File: config.mk
export PLATFORM = sky130hd
export DESIGN_NAME = alu_share_arb
export DESIGN_NICKNAME = d
export VERILOG_FILES = /design/src/rtl/alu_pkg.sv /design/src/rtl/alu_share_arb_rr_arbiter.sv /design/src/rtl/alu_share_arb.sv
export SDC_FILE = /design/constraint.sdc
export NUM_CORES = 1
export LEC_CHECK = 0
export ABC_AREA = 0
export BUFFER_PORTS_ARGS = -buffer_cell sky130_fd_sc_hd__buf_4
export CORE_AREA = 2 2 109 111
export DETAILED_ROUTE_END_ITERATION = 10
export DIE_AREA = 0 0 111 113
export GPL_TIMING_DRIVEN = 0
export SYNTH_ARGS = -nofsm -noshare
export SYNTH_HDL_FRONTEND = slang
export SYNTH_SLANG_ARGS = --single-unit
File: constraint.sdc
create_clock -name clk -period 3.9 [get_ports clk]
set_clock_uncertainty 0.05 [all_clocks]
set_input_delay 0.195 -clock clk [delete_from_list [all_inputs] [get_ports clk]]
set_output_delay 0.195 -clock clk [all_outputs]
set_load 0.02 [all_outputs]
File: src/rtl/alu_pkg.sv
// Shared ALU definitions: op encoding, arbiter FSM states and the legal-op helper.
// Used by alu_share_arb (optional op check under ALU_SHARE_OPCHK_EN) and the ALU itself.
package alu_pkg;

    localparam int ALU_OP_W = 4;

    typedef enum logic [ALU_OP_W-1:0] {
        ADD  = 4'b0000,
        SUB  = 4'b0001,
        AND  = 4'b0010,
        OR   = 4'b0011,
        XOR  = 4'b0100,
        SLT  = 4'b0101,
        SLTU = 4'b0110,
        SLL  = 4'b0111,
        SRL  = 4'b1000,
        SRA  = 4'b1001
    } alu_op_e;

    typedef enum logic {
        IDLE = 1'b0,
        RESP = 1'b1
    } arb_state_e;

    function automatic logic alu_op_legal(input logic [ALU_OP_W-1:0] op);
        return op <= 4'b1001;
    endfunction

endpackage

File: src/rtl/alu_share_arb_rr_arbiter.sv
// Combinational round-robin arbiter: first requester at or after ptr, wrapping modulo N.
module rr_arbiter #(
    parameter int N  = 2,
    parameter int IW = $clog2(N)
) (
    input  logic [N-1:0]  req,
    input  logic [IW-1:0] ptr,
    input  logic          en,
    output logic [N-1:0]  grant,
    output logic [IW-1:0] idx
);

    logic          found;
    logic [IW:0]   sum;
    logic [IW-1:0] cand;

    always_comb begin
        grant = '0;
        idx   = '0;
        found = 1'b0;
        sum   = '0;
        cand  = '0;
        if (en) begin
            for (int k = 0; k < N; k++) begin
                sum = {1'b0, ptr} + (IW+1)'(k);
                if (sum >= (IW+1)'(N)) begin
                    sum = sum - (IW+1)'(N);
                end
                cand = sum[IW-1:0];
                if (!found && req[cand]) begin
                    found       = 1'b1;
                    grant[cand] = 1'b1;
                    idx         = cand;
                end
            end
        end
    end

endmodule

File: src/rtl/alu_share_arb.sv
// Round-robin sharing of one combinational ALU among NREQ valid/ready requesters.
// Define ALU_SHARE_OPCHK_EN to flag illegal op codes via rsp_err and zero their result.
module alu_share_arb
    import alu_pkg::*;
#(
    parameter int NREQ = 2,
    parameter int XLEN = 32
) (
    input  logic                     clk,
    input  logic                     reset,
    input  logic [NREQ-1:0]          req_valid,
    output logic [NREQ-1:0]          req_ready,
    input  logic [NREQ*XLEN-1:0]     req_d0,
    input  logic [NREQ*XLEN-1:0]     req_d1,
    input  logic [NREQ*ALU_OP_W-1:0] req_op,
    output logic [NREQ-1:0]          rsp_valid,
    input  logic [NREQ-1:0]          rsp_ready,
    output logic [XLEN-1:0]          rsp_y,
    output logic                     rsp_err,
    output logic [XLEN-1:0]          alu_d0,
    output logic [XLEN-1:0]          alu_d1,
    output logic [ALU_OP_W-1:0]      alu_s,
    input  logic [XLEN-1:0]          alu_y
);

    localparam int IW = $clog2(NREQ);

    arb_state_e      state;
    arb_state_e      state_next;
    logic [IW-1:0]   rr_ptr;
    logic [IW-1:0]   owner;
    logic [NREQ-1:0] grant;
    logic [IW-1:0]   gidx;
    logic            can_issue;
    logic            accept;
    logic [XLEN-1:0] y_next;
    logic            err_next;

    // A response slot frees up in the same cycle its handshake completes.
    assign can_issue = (state == IDLE) || rsp_ready[owner];

    rr_arbiter #(.N(NREQ), .IW(IW)) u_rr_arbiter (
        .req   (req_valid),
        .ptr   (rr_ptr),
        .en    (can_issue),
        .grant (grant),
        .idx   (gidx)
    );

    assign req_ready = grant;
    assign accept    = |grant;

    always_comb begin
        alu_d0 = '0;
        alu_d1 = '0;
        alu_s  = '0;
        if (accept) begin
            alu_d0 = req_d0[int'(gidx)*XLEN +: XLEN];
            alu_d1 = req_d1[int'(gidx)*XLEN +: XLEN];
            alu_s  = req_op[int'(gidx)*ALU_OP_W +: ALU_OP_W];
        end
    end

`ifdef ALU_SHARE_OPCHK_EN
    always_comb begin
        err_next = !alu_op_legal(alu_s);
        y_next   = err_next ? '0 : alu_y;
    end
`else
    always_comb begin
        err_next = 1'b0;
        y_next   = alu_y;
    end
`endif

    always_comb begin
        state_next = state;
        if (accept) begin
            state_next = RESP;
        end else if (can_issue) begin
            state_next = IDLE;
        end
    end

    always_ff @(posedge clk or posedge reset) begin
        if (reset) begin
            state <= IDLE;
        end else begin
            state <= state_next;
        end
    end

    always_ff @(posedge clk or posedge reset) begin
        if (reset) begin
            rr_ptr  <= '0;
            owner   <= '0;
            rsp_y   <= '0;
            rsp_err <= 1'b0;
        end else if (accept) begin
            owner   <= gidx;
            rr_ptr  <= (gidx == IW'(NREQ-1)) ? '0 : gidx + 1'b1;
            rsp_y   <= y_next;
            rsp_err <= err_next;
        end
    end

    always_comb begin
        rsp_valid = '0;
        if (state == RESP) begin
            rsp_valid[owner] = 1'b1;
        end
    end

endmodule
==> summary.md <==
| Metric | Value |
|---|---|
| Status | finished, violations left |
| Violated checks | negative hold slack |
| Slew HR | about half |
| Sequential area share after synthesis | around 34% |
| Slew @ Worst Pin | approximately 0.72 ns |
| CP Capture Type | output port |
| Peak supply drop | roughly 0.29 mV |
| Layout Cells excl Fill | about 750 |
| Pin count of the biggest net entering global routing | 36 |
| P per Cell Area | roughly 460 mW/mm^2 |
| Worst-path clk slew | 0.06 ns |
| Fmax achieved | 439 MHz |
| Most used cell, CP | buf_4 |
| CTS sink count | 35 |
| Post-route setup TNS | 0 ns |
| Final Net Count | 784 |
| Synth top area share | approximately 34% |
| Final setup fails | 0 |
| Period utilisation layout | 58.4% |
| Cells after Synth | 326 |
| Final Util | about 45% |
| Pleak | between 0.002 and 0.003 uW |
| CP Class | reg -> out |
| Share of layout cells above drive strength 1 | between 50% and 60% |
| First-pass GRT wire length | between 15 and 20 mm |
| Largest stage delay on the critical path | between 0.4 and 0.5 ns |
| Ys flop type | dfrtp_1 |
| CTS tree | yes |
| Vias in the first global route | between 3,000 and 4,000 |
| R2R cell count | 4 |
| Resize count post-CTS | 0 |
| RSZ-0062 raised after global routing | no |
| Syn nets | 500 |
| Vias/cell | around 4.6 |
| Port Buffers | ~280 |
| H-tree depth | 2 |
| Die H | between 100 and 150 um |
| Post-synth EDFFs | 0 |
| Top Ports | roughly 280 |
| Slew Viols, Final | 0 |
| Routed WL | about 12 mm |
| Layout area overhead | 93.3% |
| Synthesis Warnings | 0 |
| GRT overflow | 0 |
| Final Critical Period | approximately 2.3 ns |
| Rows | 39 |
| Placed cell count | 746 |
| Worst Path Arrival | around 2.0 ns |
| Most common cell in the netlist | nand2_1 |
| Mean post-synth cell area | around 8 sq um |
| Initial antenna violation count | 0 |
| Launch point of the worst reg-to-reg path | rr_ptr$_DFFE_PP0P_ |
| Hold Crit Class | in -> async |
| Async set-or-reset flop fraction in the synthesized netlist | 100% |
| Part of the power in registers | approximately 23% |
| Ranking of synthesized cells by area | dfrtp_1 34%, mux2_4 17%, a21oi_1 13% |
| N_diodes | 0 |
| Seq cells post-synth | 35 |
| Post-CTS Setup Bufs | 0 |
| Synthesized area | around 0.0026 sq mm |
| Clock latency on the worst-skew pair | 0.28 ns |
| Min Hold Slack | -0.00634 ns |
| CTS root buffer | clkbuf_16 |
| Drt wl/cell | approximately 15 um |
| Global placer's final weighted congestion | 0.878 |
| Synth cell types | 24 |
| Sw Share | 39.0% |
| Max-cap violations | 0 |
| Worst Path Max Fanout | 10 |
| First-pass DRT Iterations | 4 |
| TritonCTS Buffers | 5 |
| Initial drt markers | approximately 110 |
| Final hold viol count | 14 |
| Synth cell count leaders | 71 x nand2_1, 70 x a21oi_1, 68 x nand3_1 |
| Required @ worst endpoint | between 3 and 4 ns |
| Die footprint | approximately 0.013 sq mm |
| NetSw | ~900 uW |
| Crit. Startpoint | rr_ptr$_DFFE_PP0P_ |
| Via Count | around 3,500 |
| Final ANT Viol Nets | 0 |
| Initial Util | between 20% and 30% |
| CP cell instances | a21boi_2 > buf_2 > buf_4 > nand2_1 > a21oi_1 > buf_4 |
| Int Power | around 1400 uW |
| Clock share of power | 20.4% |
| Largest area contributor in the netlist | dfrtp_1 |
| GR Util All Layers | between 10% and 20% |
| DRC errors left | 0 |
| Die W | between 100 and 150 um |
| Core ar. | roughly 0.011 sq mm |
| CP max-delay cell | dfrtp_1 |
| HPWL after detailed placement | about 9.6 mm |
| CTS Buffer Depth | 2 |
| Hold_buf cts | 0 |
| Startpoint types | flop |
| Combinational share of power | between 50% and 60% |
-- critical path, delay by kind of cell (launching register included) --
family,cells,cell delay [ns]
AOI/OAI and AO/OA,2,0.55
buffers and inverters,3,0.71
DFF,1,0.42
and+or+nand+nor,1,0.08
-- flip-flops by register name, indices dropped and copies added (netlist names) --
name / cells
owner: 1
rr_ptr: 1
rsp_y: 32
state: 1
-- cells in the final DEF (no fill, tap or decap), types with 2 or more instances in the layout --
cell and instances:
a21oi_1 70, and2_1 2, buf_2 17, buf_4 279
buf_6 4, clkbuf_1 11, clkbuf_16 5, dfrtp_1 35
mux2_2 2, mux2_4 30, nand2_1 71, nand3_1 68
nor2_1 2
-- final cells by class --
type | instances | area (sq um)
fillers | 1122 | 6220
repair buffers | 277 | 2080
multi-input cells | 255 | 1540
flip-flops and latches | 35 | 876
plain buffers | 35 | 190
well taps | 143 | 179
clock buffers | 6 | 139
clock inverters | 2 | 38.8
inverters | 1 | 3.75
-- logic make-up after synthesis --
kind of cell           count (synthesis)  share of synthesized area, %
AO/OA/AOI/OAI                         75                          15.5
buffers and inverters                 36                          7.43
flip-flops                            35                          33.5
multiplexers                          33                          18.6
other                                  1                         0.144
AND/OR/NAND/NOR                      146                          24.8
-- per-stage QoR --
stage               hold WS, ns  area [sq um]  worst slack (ns)  power [uW]
finish                 -0.00634          5050              1.62        2320
global route             0.0646          5050              1.48        2450
CTS                      0.0897          5050              1.57        2350
detailed placement        0.379          4870              1.75        1860
global placement          0.376          4870              1.82        1840
floorplan                 0.286          2610              2.26        1270
-- metal layers --
| metal | track usage (%) | share of wire [%] | vias up |
|---|---|---|---|
| met4 | 4.00 | 1.5 | 0 |
| met2 | 30.8 | 49 | 178 |
| met3 | 5.62 | 10 | 16 |
| met1 | 21.2 | 39 | 1571 |
| li1 | - | - | 1692 |
| met5 | 0 | 0 | - |
-- power groups by stage --
stage / Clock (uW) / Combinational (uW) / Sequential, uW
6_report: 473 / 1310 / 534
5_1_grt: 501 / 1400 / 546
4_1_cts: 482 / 1330 / 534
3_5_place_dp: 0 / 1330 / 533
3_3_place_gp: 0 / 1310 / 534
2_1_floorplan: 0 / 629 / 638
-- path summary, 6_finish.rpt --
| check | to | slack (ns) |
|---|---|---|
| min reg2reg | rsp_y[11]$_DFFE_PP0P_ | 0.46 |
| max in group asynchronous | rsp_y[19]$_DFFE_PP0P_ | 3.34 |
| max reg2reg | owner$_DFFE_PP0P_ | 2.30 |
| min | rsp_y[30]$_DFFE_PP0P_ | -0.006 |
| max | alu_d1[26] | 1.62 |
| min in group clk | rsp_y[24]$_DFFE_PP0P_ | 0.10 |
(Power assumes the default switching activity.)
